[src/rtl/lsu_pkg.sv]
// Shared constants, state/fault encodings and lane helpers for the RV32I load/store unit.
// The optional WAIT_R timeout is enabled with the LSU_TIMEOUT_EN macro (see lsu_mem_ctrl).
package lsu_pkg;

    localparam logic [6:0] OP_LOAD  = 7'b0000011;
    localparam logic [6:0] OP_STORE = 7'b0100011;

    localparam logic [2:0] F3_B  = 3'b000;
    localparam logic [2:0] F3_H  = 3'b001;
    localparam logic [2:0] F3_W  = 3'b010;
    localparam logic [2:0] F3_BU = 3'b100;
    localparam logic [2:0] F3_HU = 3'b101;

    typedef enum logic [2:0] {
        S_IDLE   = 3'd0,
        S_CHECK  = 3'd1,
        S_REQ    = 3'd2,
        S_WAIT_R = 3'd3,
        S_RESP   = 3'd4
    } lsu_state_t;

    typedef enum logic [1:0] {
        FLT_NONE     = 2'b00,
        FLT_MISALIGN = 2'b01,
        FLT_ILLEGAL  = 2'b10,
        FLT_TIMEOUT  = 2'b11
    } lsu_fault_t;

    function automatic logic f3_legal(input logic is_store, input logic [2:0] f3);
        logic ok;
        if (is_store)
            ok = (f3 == F3_B) || (f3 == F3_H) || (f3 == F3_W);
        else
            ok = (f3 == F3_B) || (f3 == F3_H) || (f3 == F3_W) ||
                 (f3 == F3_BU) || (f3 == F3_HU);
        return ok;
    endfunction

    // Signed and unsigned halfwords share f3[1:0]=01, so one test covers both.
    function automatic logic is_misaligned(input logic [2:0] f3, input logic [1:0] off);
        logic mis;
        case (f3[1:0])
            2'b01:   mis = off[0];
            2'b10:   mis = (off != 2'b00);
            default: mis = 1'b0;
        endcase
        return mis;
    endfunction

    function automatic logic [3:0] store_strb(input logic [2:0] f3, input logic [1:0] off);
        logic [3:0] s;
        case (f3)
            F3_B:    s = 4'b0001 << off;
            F3_H:    s = 4'b0011 << off;
            default: s = 4'b1111;
        endcase
        return s;
    endfunction

    function automatic logic [31:0] store_data(input logic [2:0] f3, input logic [31:0] d);
        logic [31:0] w;
        case (f3)
            F3_B:    w = {4{d[7:0]}};
            F3_H:    w = {2{d[15:0]}};
            default: w = d;
        endcase
        return w;
    endfunction

endpackage

[src/rtl/lsu_load_align.sv]
// Combinational load extractor: selects the byte/halfword lane of the returned word
// and sign- or zero-extends it according to FUNCT3.
module lsu_load_align
    import lsu_pkg::*;
(
    input  logic [31:0] i_rdata,
    input  logic [1:0]  i_off,
    input  logic [2:0]  i_funct3,
    output logic [31:0] o_data
);

    logic [7:0]  w_byte;
    logic [15:0] w_half;

    always_comb begin
        w_byte = i_rdata[{i_off, 3'b000} +: 8];
        w_half = i_off[1] ? i_rdata[31:16] : i_rdata[15:0];
        case (i_funct3)
            F3_B:    o_data = {{24{w_byte[7]}}, w_byte};
            F3_BU:   o_data = {24'h0, w_byte};
            F3_H:    o_data = {{16{w_half[15]}}, w_half};
            F3_HU:   o_data = {16'h0, w_half};
            default: o_data = i_rdata;
        endcase
    end

endmodule

[src/rtl/lsu_mem_ctrl.sv]
// RV32I load/store unit: single-outstanding valid/ready memory port, aligned writeback,
// fault reporting. Define LSU_TIMEOUT_EN to bound the wait for MEM_RVALID.
module lsu_mem_ctrl
    import lsu_pkg::*;
#(
    parameter int TIMEOUT_CYCLES = 255
) (
    input  logic        CLK,
    input  logic        RST_N,
    input  logic        REQ_VALID,
    output logic        REQ_READY,
    input  logic [6:0]  OPCODE,
    input  logic [2:0]  FUNCT3,
    input  logic [31:0] ADDR,
    input  logic [31:0] STORE_DATA,
    input  logic [4:0]  RD,
    output logic        MEM_VALID,
    input  logic        MEM_READY,
    output logic        MEM_WE,
    output logic [31:0] MEM_ADDR,
    output logic [3:0]  MEM_WSTRB,
    output logic [31:0] MEM_WDATA,
    input  logic        MEM_RVALID,
    input  logic [31:0] MEM_RDATA,
    output logic        WB_VALID,
    output logic [4:0]  WB_RD,
    output logic [31:0] WB_DATA,
    output logic        FAULT,
    output logic [1:0]  FAULT_CAUSE
);

    lsu_state_t  r_state;
    logic        r_is_store;
    logic [2:0]  r_funct3;
    logic [31:0] r_addr;
    logic [31:0] r_sdata;
    logic [4:0]  r_rd;

    logic        w_is_load_op;
    logic        w_is_store_op;
    logic        w_f3_ok;
    logic        w_misal;
    logic [31:0] w_ld_data;

    assign w_is_load_op  = (OPCODE == OP_LOAD);
    assign w_is_store_op = (OPCODE == OP_STORE);
    assign w_f3_ok       = f3_legal(r_is_store, r_funct3);
    assign w_misal       = is_misaligned(r_funct3, r_addr[1:0]);

    lsu_load_align u_align (
        .i_rdata  (MEM_RDATA),
        .i_off    (r_addr[1:0]),
        .i_funct3 (r_funct3),
        .o_data   (w_ld_data)
    );

`ifdef LSU_TIMEOUT_EN
    localparam int CNT_W = $clog2(TIMEOUT_CYCLES + 1);
    logic [CNT_W-1:0] r_cnt;
`else
    logic w_unused_timeout;
    assign w_unused_timeout = (TIMEOUT_CYCLES != 0);
`endif

    always_ff @(posedge CLK or negedge RST_N) begin
        if (!RST_N) begin
            r_state     <= S_IDLE;
            r_is_store  <= 1'b0;
            r_funct3    <= 3'b0;
            r_addr      <= 32'b0;
            r_sdata     <= 32'b0;
            r_rd        <= 5'b0;
            REQ_READY   <= 1'b1;
            MEM_VALID   <= 1'b0;
            MEM_WE      <= 1'b0;
            MEM_ADDR    <= 32'b0;
            MEM_WSTRB   <= 4'b0;
            MEM_WDATA   <= 32'b0;
            WB_VALID    <= 1'b0;
            WB_RD       <= 5'b0;
            WB_DATA     <= 32'b0;
            FAULT       <= 1'b0;
            FAULT_CAUSE <= FLT_NONE;
`ifdef LSU_TIMEOUT_EN
            r_cnt       <= '0;
`endif
        end else begin
            FAULT       <= 1'b0;
            FAULT_CAUSE <= FLT_NONE;
            WB_VALID    <= 1'b0;
            case (r_state)
                S_IDLE: begin
                    if (REQ_VALID) begin
                        r_is_store <= w_is_store_op;
                        r_funct3   <= FUNCT3;
                        r_addr     <= ADDR;
                        r_sdata    <= STORE_DATA;
                        r_rd       <= RD;
                        // Anything other than load/store is swallowed while staying ready.
                        if (w_is_load_op || w_is_store_op) begin
                            r_state   <= S_CHECK;
                            REQ_READY <= 1'b0;
                        end
                    end
                end
                S_CHECK: begin
                    if (!w_f3_ok) begin
                        FAULT       <= 1'b1;
                        FAULT_CAUSE <= FLT_ILLEGAL;
                        REQ_READY   <= 1'b1;
                        r_state     <= S_IDLE;
                    end else if (w_misal) begin
                        FAULT       <= 1'b1;
                        FAULT_CAUSE <= FLT_MISALIGN;
                        REQ_READY   <= 1'b1;
                        r_state     <= S_IDLE;
                    end else begin
                        MEM_VALID <= 1'b1;
                        MEM_WE    <= r_is_store;
                        MEM_ADDR  <= {r_addr[31:2], 2'b00};
                        MEM_WSTRB <= r_is_store ? store_strb(r_funct3, r_addr[1:0]) : 4'b0000;
                        MEM_WDATA <= r_is_store ? store_data(r_funct3, r_sdata) : 32'b0;
                        r_state   <= S_REQ;
                    end
                end
                S_REQ: begin
                    // MEM_RVALID is deliberately not looked at until the request is accepted.
                    if (MEM_READY) begin
                        MEM_VALID <= 1'b0;
                        MEM_WE    <= 1'b0;
                        MEM_ADDR  <= 32'b0;
                        MEM_WSTRB <= 4'b0;
                        MEM_WDATA <= 32'b0;
                        if (r_is_store) begin
                            REQ_READY <= 1'b1;
                            r_state   <= S_IDLE;
                        end else begin
                            r_state   <= S_WAIT_R;
                        end
`ifdef LSU_TIMEOUT_EN
                        r_cnt <= '0;
`endif
                    end
                end
                S_WAIT_R: begin
                    if (MEM_RVALID) begin
                        WB_VALID <= 1'b1;
                        WB_RD    <= r_rd;
                        WB_DATA  <= w_ld_data;
                        r_state  <= S_RESP;
                    end
`ifdef LSU_TIMEOUT_EN
                    else if (r_cnt == CNT_W'(TIMEOUT_CYCLES - 1)) begin
                        FAULT       <= 1'b1;
                        FAULT_CAUSE <= FLT_TIMEOUT;
                        REQ_READY   <= 1'b1;
                        r_state     <= S_IDLE;
                    end else begin
                        r_cnt <= r_cnt + 1'b1;
                    end
`endif
                end
                S_RESP: begin
                    WB_RD     <= 5'b0;
                    WB_DATA   <= 32'b0;
                    REQ_READY <= 1'b1;
                    r_state   <= S_IDLE;
                end
                default: begin
                    REQ_READY <= 1'b1;
                    r_state   <= S_IDLE;
                end
            endcase
        end
    end

endmodule

[config.mk]
export PLATFORM = sky130hd
export DESIGN_NAME = lsu_mem_ctrl
export DESIGN_NICKNAME = d
export VERILOG_FILES = /design/src/rtl/lsu_pkg.sv /design/src/rtl/lsu_load_align.sv /design/src/rtl/lsu_mem_ctrl.sv
export SDC_FILE = /design/constraint.sdc
export NUM_CORES = 1
export LEC_CHECK = 0
export BUFFER_PORTS_ARGS = -buffer_cell sky130_fd_sc_hd__buf_2
export CAP_MARGIN = 5
export CORE_UTILIZATION = 45
export CTS_CLUSTER_DIAMETER = 80
export DETAILED_ROUTE_END_ITERATION = 10
export GPL_ROUTABILITY_DRIVEN = 0
export GPL_TIMING_DRIVEN = 0
export PLACE_DENSITY_LB_ADDON = 0.15
export SLEW_MARGIN = 40
export SYNTH_ARGS = -nofsm -noshare
export SYNTH_HDL_FRONTEND = slang
export SYNTH_SLANG_ARGS = --single-unit
[constraint.sdc]
create_clock -name CLK -period 3 [get_ports CLK]
set_input_delay 0.45 -clock CLK [delete_from_list [all_inputs] [get_ports CLK]]
set_output_delay 0.45 -clock CLK [all_outputs]
set_load 0.02 [all_outputs]
==> qor.csv <==
metric,value,unit
status,completed,
dominantRegCellSynth,dfrtp_1,
grt_pass1_vias,6362,
ys_seq_elements,186,
tightest_slew,0.769,ns
startpoint_type,flop,
seqPwrFrac,38.4,%
synth_compound_area_share,14.7,%
vias,6485,
setup_viol,0,
seq_area_frac_synth,57.2,%
layout_common_cells,"buf_2 (236), dfrtp_1 (185), nand2_1 (128)",
leakage,5.33,nW
cts_tree,done,
synthArstFlopShare,100,%
clk_pin_slew,0.07,ns
cpPeakStageDelay,0.55,ns
placed_cell_area,0.00964,mm^2
clkPwrFrac,21.5,%
final_layout_size_suffix_gt1_share,34.4,%
routed_via_density,5.27,
path_delay_family,buffers and inverters,
maxSlewViolCount,0,
synth_area,0.00814,mm^2
postSynthAreaPerCell,11.0,um^2
hold_slack,0.228,ns
tns,0,ns
nets,1110,
drc,0,
io_buffers,225,
start_util,46.6,%
cts_buffer_depth,2,
rsz0062_at_grt,no,
cts_setup_buffers,0,
synth_edf_count,0,
fmax,0.398,GHz
wl_per_cell,18.0,um
grt_max_degree,63,
critPathBufInv,4,
final_core_util,58.5,%
die_h,136,um
finClkSkew,0.0109,ns
syn2layout_area_growth,25.7,%
drt_wl_total,22200,um
fin_crit_sh,83.7,%
core,0.0175,mm^2
antenna_found_initial,1,
worstPathArrival,2.82,ns
cell_internal_pwr,6.22,mW
fin_area,0.0102,mm^2
slowest_stage,clkbuf_1,
num_rows,48,
io_pins,228,
critical_path.max_fanout,10,
synthDistinctLibCells,52,
switching_power,4.03,mW
cts_buffers,17,
synth-adder-area-share,0.615,%
clk_latency,0.42,ns
endpoint_kind,flop,
dp_hpwl,16100,um
firstDrtPassIters,5,
initialDrtViolationCount,361,
pwr-share-comb,40.1,%
yosysWarnings,0,
synth_top_family_by_area,compound AO/OA/AOI/OAI gates,
powerDensity,1000,mW/mm^2
hold_viol,0,
fp.dieArea,0.0186,mm^2
yosys.area_share.simple,9.98,%
synth-xor-area-share,0,%
synthCells,741,
h-tree-depth,4,
grt_usage,24.8,%
die-width,136,um
antenna_left,0,
p_sw_share,39.3,%
cap_violations,0,
cts.sinks,186,
hp-class,in -> reg,
grt_overflow,0,
cp.required,3.31,ns
critPathMostFrequentCell,buf_2,
ir_worst_vdd,0.473,mV
synth_mux_area_share,11.7,%
min_period,2.51,ns
root_buffer,clkbuf_16,
path_class,reg -> reg,
slew_headroom,48.6,%
layout_commonest_cell,buf_2,
crit_chain,inv_1 > ha_1 > buf_2 > o21ba_2 > buf_2 > clkbuf_1 > o21ai_0 > a32o_1,
grt_pass1_wl,34600,um
power groups by stage:
stage          Combinational (mW)  Clock [mW]  Sequential (mW)
2_1_floorplan                2.37           0             4.34
3_3_place_gp                 4.04           0             3.95
3_5_place_dp                 4.12           0             3.98
4_1_cts                      4.14        2.25             3.94
5_1_grt                      4.53        2.33             4.04
6_report                     4.11        2.21             3.93
registers in the layout, summed over array words and instances, names as in the netlist:
signal       cells
MEM_WDATA       32
WB_DATA         32
r_addr          32
r_sdata         32
MEM_ADDR        30
WB_RD            5
r_rd             5
MEM_WSTRB        4
r_funct3         3
r_state          3
FAULT_CAUSE      2
FAULT            1
MEM_VALID        1
MEM_WE           1
REQ_READY        1
WB_VALID         1
r_is_store       1
worst paths after layout:
| check | start | end | slack (ns) | depth (start not counted) |
|---|---|---|---|---|
| max in group asynchronous | RST_N | MEM_WDATA[0] | 1.71 | 4 |
| max reg2reg | r_funct3[0] | MEM_WSTRB[1] | 0.49 | 8 |
| min | ADDR[2] | r_addr[2] | 0.23 | 3 |
| min in group asynchronous | RST_N | MEM_ADDR[9] | 0.45 | 2 |
| max | r_funct3[0] | MEM_WSTRB[1] | 0.49 | 8 |
| min reg2reg | WB_DATA[14] | WB_DATA[14] | 0.47 | 2 |
timing repair:
action	CTS	global route
hold endpoints to repair	19	0
resized for setup	0	0
hold buffers	1	0
worst reg2reg max path, delay by kind of cell, from the launching register on:
family / cells / cell delay (ns)
buf+inv: 4 / 1.14
compound gates: 3 / 0.65
flops: 1 / 0.39
fa+ha+maj: 1 / 0.22
layer usage:
| metal | track usage [%] | part of all wire [%] | vias to the layer above |
|---|---|---|---|
| li1 | - | - | 3083 |
| met1 | 33.7 | 46 | 3180 |
| met2 | 38.8 | 46 | 203 |
| met3 | 6.23 | 6.5 | 19 |
| met4 | 7.65 | 1.5 | 0 |
| met5 | 0 | 0 | - |
area by class of cell:
class	count	area [um^2]
sequential	186	4660
antenna	2	5.00
buffer	58	323
tap	225	282
timing repair buffer	229	1230
fill	1517	7250
multi-input combinational	461	3020
clock inverter	12	114
inverter	37	139
clock buffer	20	457
metrics by stage:
step                setup slack [ns]  cells  power, mW
floorplan                       1.05    742       6.71
global placement               -1.65   1192       7.99
detailed placement             0.481   1195       8.11
CTS                            0.478   1228       10.3
global route                   0.342   1229       10.9
finish                         0.490   1230       10.2
synthesized netlist by cell type (3+ instances only):
library cell / number / area [um^2]
o211ai_1: 7 / 52.6
nand2_1: 128 / 480
nand2b_1: 7 / 43.8
a22o_1: 5 / 43.8
mux2_2: 42 / 473
inv_1: 36 / 135
o221ai_1: 8 / 70.1
a21oi_1: 27 / 135
o21ba_2: 3 / 30.0
nand3_1: 3 / 15.0
dfrtp_1: 185 / 4630
a221o_1: 8 / 80.1
buf_2: 12 / 60.1
buf_1: 3 / 11.3
a32o_1: 11 / 110
buf_6: 9 / 101
buf_4: 6 / 45.0
mux2i_1: 46 / 460
a22oi_1: 17 / 128
o22ai_1: 23 / 144
o21ai_0: 55 / 275
clkbuf_1: 28 / 105
ha_1: 4 / 50.1
nor2b_1: 8 / 50.1
nor2_1: 28 / 105
logic make-up after synthesis:
logic type,count (synthesis)
buf+inv,95
compound gates,178
other cells,1
flops,186
mux,89
simple gates,188
fa+ha+maj,4
(Power assumes the default switching activity.)
